===== src/rtl/alu_arbiter.sv =====
// Shares one combinational ALU between NREQ requesters: grant, register operands, capture result.
// Define ALU_ARB_RR_EN for round-robin arbitration; otherwise the lowest requesting index wins.
module alu_arbiter #(
    parameter int NREQ = 2,
    parameter int IDW  = 1
) (
    input  logic              clk,
    input  logic              rst,
    input  logic [NREQ-1:0]   req_valid,
    output logic [NREQ-1:0]   req_ready,
    input  logic [16*NREQ-1:0] req_a,
    input  logic [16*NREQ-1:0] req_b,
    input  logic [4*NREQ-1:0] req_ctl,
    output logic              rsp_valid,
    input  logic              rsp_ready,
    output logic [IDW-1:0]    rsp_id,
    output logic [15:0]       rsp_y,
    output logic              rsp_z,
    output logic              rsp_sign,
    output logic [15:0]       alu_a,
    output logic [15:0]       alu_b,
    output logic [3:0]        alu_ctl,
    input  logic [15:0]       alu_y,
    input  logic              alu_z,
    input  logic              alu_sign,
    output logic              busy
);

    typedef enum logic [1:0] {IDLE, EXEC, RESP} state_t;

    state_t         state;
    state_t         next_state;
    logic [IDW-1:0] win;
    logic           any_req;
    logic [IDW-1:0] pend_id;
    logic           grant;

`ifdef ALU_ARB_RR_EN
    logic [IDW-1:0] rr_ptr;

    // Search from the slot after the last grant; descending k lets the nearest candidate win.
    always_comb begin
        win     = '0;
        any_req = 1'b0;
        for (int k = NREQ; k >= 1; k--) begin
            if ((req_valid & (NREQ'(1) << ((int'(rr_ptr) + k) % NREQ))) != '0) begin
                win     = IDW'((int'(rr_ptr) + k) % NREQ);
                any_req = 1'b1;
            end
        end
    end

    always_ff @(posedge clk or posedge rst) begin
        if (rst)
            rr_ptr <= IDW'(NREQ - 1);
        else if (grant)
            rr_ptr <= win;
    end
`else
    always_comb begin
        win     = '0;
        any_req = 1'b0;
        for (int i = NREQ - 1; i >= 0; i--) begin
            if ((req_valid & (NREQ'(1) << i)) != '0) begin
                win     = IDW'(i);
                any_req = 1'b1;
            end
        end
    end
`endif

    assign grant     = (state == IDLE) && any_req;
    assign req_ready = grant ? (NREQ'(1) << win) : '0;
    assign busy      = (state != IDLE);

    always_comb begin
        next_state = state;
        case (state)
            IDLE:    if (any_req) next_state = EXEC;
            EXEC:    next_state = RESP;
            RESP:    if (rsp_ready) next_state = IDLE;
            default: next_state = IDLE;
        endcase
    end

    always_ff @(posedge clk or posedge rst) begin
        if (rst)
            state <= IDLE;
        else
            state <= next_state;
    end

    always_ff @(posedge clk or posedge rst) begin
        if (rst) begin
            alu_a   <= '0;
            alu_b   <= '0;
            alu_ctl <= '0;
            pend_id <= '0;
        end else if (grant) begin
            alu_a   <= req_a[16*win +: 16];
            alu_b   <= req_b[16*win +: 16];
            alu_ctl <= req_ctl[4*win +: 4];
            pend_id <= win;
        end
    end

    // The ALU result is captured at the end of EXEC and held until the consumer takes it.
    always_ff @(posedge clk or posedge rst) begin
        if (rst) begin
            rsp_valid <= 1'b0;
            rsp_id    <= '0;
            rsp_y     <= '0;
            rsp_z     <= 1'b0;
            rsp_sign  <= 1'b0;
        end else if (state == EXEC) begin
            rsp_valid <= 1'b1;
            rsp_id    <= pend_id;
            rsp_y     <= alu_y;
            rsp_z     <= alu_z;
            rsp_sign  <= alu_sign;
        end else if (state == RESP && rsp_ready) begin
            rsp_valid <= 1'b0;
        end
    end

endmodule


===== config.mk =====
export PLATFORM = sky130hd
export DESIGN_NAME = alu_arbiter
export DESIGN_NICKNAME = d
export VERILOG_FILES = /design/src/rtl/alu_arbiter.sv
export SDC_FILE = /design/constraint.sdc
export NUM_CORES = 1
export LEC_CHECK = 0
export CAP_MARGIN = 20
export CORE_MARGIN = 10
export CORE_UTILIZATION = 24
export DETAILED_ROUTE_END_ITERATION = 7
export PLACE_DENSITY = 0.54
export SETUP_SLACK_MARGIN = 0.15
export SLEW_MARGIN = 25
export SYNTH_ARGS = -nofsm -noshare
export SYNTH_HDL_FRONTEND = slang
export SYNTH_SLANG_ARGS = --single-unit
export TNS_END_PERCENT = 30

===== constraint.sdc =====
create_clock -name clk -period 3.7 [get_ports clk]
set_input_delay 0.74 -clock clk [delete_from_list [all_inputs] [get_ports clk]]
set_output_delay 0.74 -clock clk [all_outputs]
set_load 0.02 [all_outputs]

==> impl_metrics.py, run 1 <==
metrics = {
    "yosys": {
        "synth_compound_area_share_pct": 1.03,
        "synth_xor_area_share_pct": 0,
        "synth_area_mm2": 0.00291,
        "netlist_instances": 176,
        "synthMuxAreaShare_pct": 42.7,
        "avgSynthCellArea_um2": 16.5,
        "yosysWarnings": 0,
        "syn_nets": 271,
        "synthSimpleGateAreaFrac_pct": 1.33,
        "yosysMostFrequentCell": "dfrtp_1",
        "synth_top_area_cell": "dfrtp_1",
        "synth_top_area_share_pct": 50.8,
        "synth_edf_count": 0,
        "synth_adder_area_share_pct": 0,
        "yosys-top-cells-area": "dfrtp_1 (51%), mux2_4 (30%), mux2_2 (13%)",
        "synth_top_family_by_area": "multiplexers",
        "ys_top_cells_by_count": "dfrtp_1 (59), mux2_4 (58), mux2_2 (33), nor2_1 (5), buf_6 (4)",
        "ys_ff_latch": 59,
        "async_reset_ff_share_pct": 100,
        "yosysSeqAreaShare_pct": 50.8,
        "synth_ff_type": "dfrtp_1",
        "yosysUniqueCellTypes": 16,
    },
    "timing": {
        "finClkSkew_ns": 0.00394,
        "period_minus_slack_ns": 2.81,
        "rsz0062_at_grt": "false",
        "maxSlewHeadroom_pct": 49.5,
        "hold_viol": 0,
        "setup_violations": 0,
        "hold_slack_ns": 0.502,
        "timing.fmax_ghz": 0.355,
        "drv_slew": 0,
        "setup-tns-final_ns": 0,
        "fin_crit_sh_pct": 76.0,
        "worst_slew_pin_slew_ns": 0.758,
    },
    "routing": {
        "initialDrtViolationCount": 71,
        "ant_nets": 0,
        "vias_per_cell": 4.10,
        "drt_pass1_iterations": 4,
        "wire_per_inst_um": 17.0,
        "wl_um": 8240,
        "dr_total_vias": 1993,
        "drc": 0,
    },
    "setup_path": {
        "critical_path.top_delay_family": "buffers and inverters",
        "critPathSlowestCell": "clkdlybuf4s50_1",
        "end_kind": "output port",
        "cp.required_ns": 2.96,
        "worst-setup-path-type": "in2out",
        "path_common_cell": "clkdlybuf4s50_1",
        "cp_slowest_stage_delay_ns": 0.62,
        "path_cells": "clkdlybuf4s50_1, nand2b_2, nor2_1, clkdlybuf4s50_1",
        "crit_buf_inv": 2,
        "arrival_ns": 2.07,
        "start_kind": "input pin",
        "crit_fanout": 3,
    },
    "die": {
        "die_area_mm2": 0.0169,
        "die_w_um": 130,
        "rows": 40,
        "ioPinCount": 154,
        "dieHeight_um": 130,
        "core_area_mm2": 0.0119,
        "initial_core_util_pct": 24.4,
    },
    "finish": {
        "antenna_cells": 0,
        "synthToLayoutAreaGrowth_pct": 68.1,
        "n_fill_cell": 1142,
        "fin_util_pct": 41.0,
        "drive_gt1_share_pct": 33.9,
        "nets": 429,
    },
    "clock_tree": {
        "cts_htree_levels": 3,
        "clk-insertion-delay-late_ns": 0.32,
        "post_cts_buffers": 0,
        "root_buffer": "clkbuf_16",
        "cts.sinks": 59,
        "cts_max_path_buffers": 2,
        "cts_hold_buf": 0,
        "numCtsBuffers": 9,
        "cts_resized": 0,
        "clkSlewWorstSetupHoldPaths_ns": 0.05,
        "cts_tree": "built",
    },
    "power_and_ir_drop": {
        "pwr-share-comb_pct": 50.0,
        "switching_share_pct": 32.8,
        "p_seq_share_pct": 28.1,
        "power.internal_mw": 2.79,
        "power_mw": 4.15,
        "vdd_drop_max_uv": 249,
        "p_leak_nw": 2.13,
        "p_sw_mw": 1.36,
        "powerDensity_mw_per_mm2": 849,
        "pwr-share-clk_pct": 21.8,
    },
    "global_routing": {
        "grt_use_total_pct": 9.50,
        "antenna_found_initial": 0,
        "grt_max_degree": 60,
        "grt_pass1_vias": 2254,
        "grt-ovfl-total": 0,
        "grt_pass1_wl_um": 12400,
    },
    "run": {
        "maxCapViolations": 0,
    },
    "worst_hold_path": {
        "hold_class": "reg2reg",
    },
    "place": {
        "place_congestion": 0.661,
        "portBuffers": 153,
        "detailed_place_hpwl_um": 6350,
    },
    "outcome": {
        "outcome": "complete, no violations",
    },
}
sequential cells by signal, indices dropped and copies added (netlist names):
name       cells
alu_b         16
rsp_z          1
pend_id        1
state          2
rsp_valid      1
alu_a         16
rsp_id         1
alu_ctl        4
rsp_sign       1
rsp_y         16
area by class of cell:
cell class / instances / area, um^2 / share of cell area (%)
clock buffers: 12 / 256 / 5.25
clock inverters: 4 / 72.6 / 1.49
inverters: 3 / 11.3 / 0.231
multi-input cells: 104 / 1320 / 27.1
flip-flops and latches: 59 / 1480 / 30.2
well taps: 147 / 184 / 3.77
repair buffers: 157 / 1560 / 32.0
worst reg2reg max path, cell delays in order (launching register included):
cell,delay (ns)
dfrtp_1,0.43
nor2_1,0.30
o21a_2,0.43
buf_4,0.37
mux2_2,0.38
layout by cell type (no fill, tap or decap), types with 2 or more instances in the layout:
cell type / instances
mux2_4: 58
clkbuf_8: 2
bufinv_16: 2
buf_4: 4
nor2_1: 5
inv_1: 2
dfrtp_1: 59
a21oi_1: 2
mux2_2: 33
clkbuf_16: 9
clkdlybuf4s50_1: 153
power by group through the flow:
stage	Sequential, mW	Clock [mW]	Combinational, mW
after detailed placement	1.17	0	2.11
after global placement	1.16	0	2.11
after floorplan	1.55	0	0.809
after CTS	1.17	0.941	2.12
after global routing	1.22	0.969	2.20
final	1.17	0.905	2.07
kinds of logic after synthesis:
kind of cell / after synthesis
AO/OA/AOI/OAI: 5
buffers and inverters: 13
flip-flops: 59
multiplexers: 91
AND/OR/NAND/NOR: 8
routing by layer:
metal	share of wire, %	GRT usage, %
met1	37	9.84
met2	51	16.0
met3	10	5.44
met4	1.3	2.71
met5	0	0
per-stage QoR:
step	cell area, um^2	cells	worst slack (ns)
after global placement	4550	470	0.883
after global routing	4880	486	0.847
after floorplan	2910	176	1.50
final	4880	486	0.886
after CTS	4880	486	0.877
after detailed placement	4550	470	0.886
worst paths after layout:
check	start	endpoint	slack, ns	depth (start not counted)
setup / recovery	req_valid[0]	req_ready[1]	0.89	4
hold / removal	alu_a[13]	alu_a[13]	0.50	1
setup reg to reg	state[1]	alu_a[15]	1.68	4
hold reg to reg	alu_a[13]	alu_a[13]	0.50	1
max in group asynchronous	rst	alu_b[0]	2.22	3
min in group asynchronous	rst	alu_b[9]	0.98	3
(Power assumes the default switching activity.)
==> inputs of run 2 (changes only) <==
==> constraint.sdc (replaced) <==
create_clock -name clk -period 2.9 [get_ports clk]
set_input_delay 0.58 -clock clk [delete_from_list [all_inputs] [get_ports clk]]
set_output_delay 0.58 -clock clk [all_outputs]
set_load 0.02 [all_outputs]
==> run 2 against run 1 <==
Power is 28% higher. Non-clock buffer count stayed put. Clock power rose by 28%. Largest cell class unchanged. Highest routed layer unchanged.
==> impl_metrics.py, run 2 (synthesized netlist as in run 1, its figures left out) <==
metrics = {
    "global_routing": {
        "grt_pass1_wl_um": 12200,
        "grt_max_degree": 37,
        "grt_use_total_pct": 9.42,
        "antenna_found_initial": 0,
        "grt-ovfl-total": 0,
        "grt_pass1_vias": 2238,
    },
    "setup_path": {
        "cp_slowest_stage_delay_ns": 0.61,
        "path_cells": "clkdlybuf4s50_1, nand2b_2, nor2_1, clkdlybuf4s50_1",
        "path_common_cell": "clkdlybuf4s50_1",
        "cp.required_ns": 2.32,
        "critPathSlowestCell": "clkdlybuf4s50_1",
        "critical_path.top_delay_family": "buffers and inverters",
        "start_kind": "input pin",
        "arrival_ns": 1.94,
        "r2r_slack_ns": 1.22,
        "end_kind": "output port",
        "worst-setup-path-type": "in2out",
        "crit_buf_inv": 2,
        "crit_fanout": 3,
    },
    "finish": {
        "regArea_mm2": 0.00148,
        "antenna_cells": 0,
        "multiInputGateArea_mm2": 0.00132,
        "drive_gt1_share_pct": 33.9,
        "layout.cells.non_filler": 486,
        "most-common-layout-cells": "clkdlybuf4s50_1 (153), dfrtp_1 (59), mux2_4 (58)",
        "reg.largest.list": "alu_a: 16 flops, alu_b: 16 flops, rsp_y: 16 flops",
        "layout_commonest_cell": "clkdlybuf4s50_1",
        "nets": 429,
        "synthToLayoutAreaGrowth_pct": 69.3,
        "n_fill_cell": 1143,
    },
    "timing": {
        "setup-tns-final_ns": 0,
        "maxSlewHeadroom_pct": 55.2,
        "fin_crit_sh_pct": 87.0,
        "drv_slew": 0,
        "timing.fmax_ghz": 0.397,
        "setup_violations": 0,
        "worst_slew_pin_slew_ns": 0.671,
        "finClkSkew_ns": 0.00459,
        "rsz0062_at_grt": "false",
        "period_minus_slack_ns": 2.52,
        "finalWorstSetupSlack_ns": 0.378,
        "hold_viol": 0,
        "hold_slack_ns": 0.501,
    },
    "routing": {
        "ant_nets": 0,
        "initialDrtViolationCount": 59,
        "wire_per_inst_um": 16.7,
        "drt_pass1_iterations": 4,
        "drc": 0,
        "dr_total_vias": 2012,
        "vias_per_cell": 4.14,
        "wl_um": 8100,
    },
    "clock_tree": {
        "root_buffer": "clkbuf_16",
        "clkSlewWorstSetupHoldPaths_ns": 0.05,
        "cts_resized": 0,
        "cts_htree_levels": 3,
        "cts.sinks": 59,
        "clk-insertion-delay-late_ns": 0.32,
        "numCtsBuffers": 9,
        "cts_tree": "built",
        "cts_max_path_buffers": 2,
        "post_cts_buffers": 0,
        "cts_hold_buf": 0,
    },
    "outcome": {
        "outcome": "complete, no violations",
    },
    "worst_hold_path": {
        "hold_class": "reg2reg",
    },
    "place": {
        "dp_cells": 470,
        "place_congestion": 0.659,
        "dp_slack_ns": 0.380,
        "portBuffers": 153,
        "detailed_place_hpwl_um": 6370,
    },
    "die": {
        "die_w_um": 130,
        "core_area_mm2": 0.0119,
        "rows": 40,
        "dieHeight_um": 130,
        "ioPinCount": 154,
        "die_area_mm2": 0.0169,
        "initial_core_util_pct": 24.4,
    },
    "run": {
        "maxCapViolations": 0,
    },
    "power_and_ir_drop": {
        "vdd_drop_max_uv": 358,
        "p_leak_nw": 2.14,
        "powerDensity_mw_per_mm2": 1080,
        "power_mw": 5.33,
    },
}
==> run 2: power breakdown <==
group / switching [mW] / internal, mW
clock: 0.364 / 0.797
sequential: 0.222 / 1.25
combinational: 1.16 / 1.53
total: 1.75 / 3.58
==> run 2: area by class of cell <==
| cell class | count | share of cell area (%) |
|---|---|---|
| Clock inverter | 4 | 1.47 |
| Inverter | 3 | 0.229 |
| Sequential cell | 59 | 30.0 |
| Clock buffer | 12 | 5.21 |
| Multi-Input combinational cell | 104 | 26.9 |
| Tap cell | 147 | 3.74 |
| Timing Repair Buffer | 157 | 32.5 |
==> run 2: path summary, 6_finish.rpt <==
kind | end | from | cells past startpoint
max | req_ready[1] | req_valid[0] | 4
min | rsp_y[14] | rsp_y[14] | 1
max reg2reg | alu_a[2] | state[1] | 4
min in group asynchronous | rsp_y[6] | rst | 2
min reg2reg | rsp_y[14] | rsp_y[14] | 1
max in group asynchronous | alu_b[10] | rst | 3
==> run 2: per-layer routing <==
layer / global-route usage, % / vias up / share of wire, %
li1: - / 942 / -
met1: 9.92 / 984 / 38
met2: 15.7 / 76 / 51
met3: 4.54 / 10 / 9.7
met4: 4.17 / 0 / 1.3
met5: 0 / - / 0
==> run 2: per-stage QoR <==
stage          util (%)  area (um^2)
4_1_cts            41.3         4920
3_3_place_gp       38.5         4590
6_report           41.3         4920
2_1_floorplan         -         2910
3_5_place_dp       38.5         4590
5_1_grt            41.3         4920
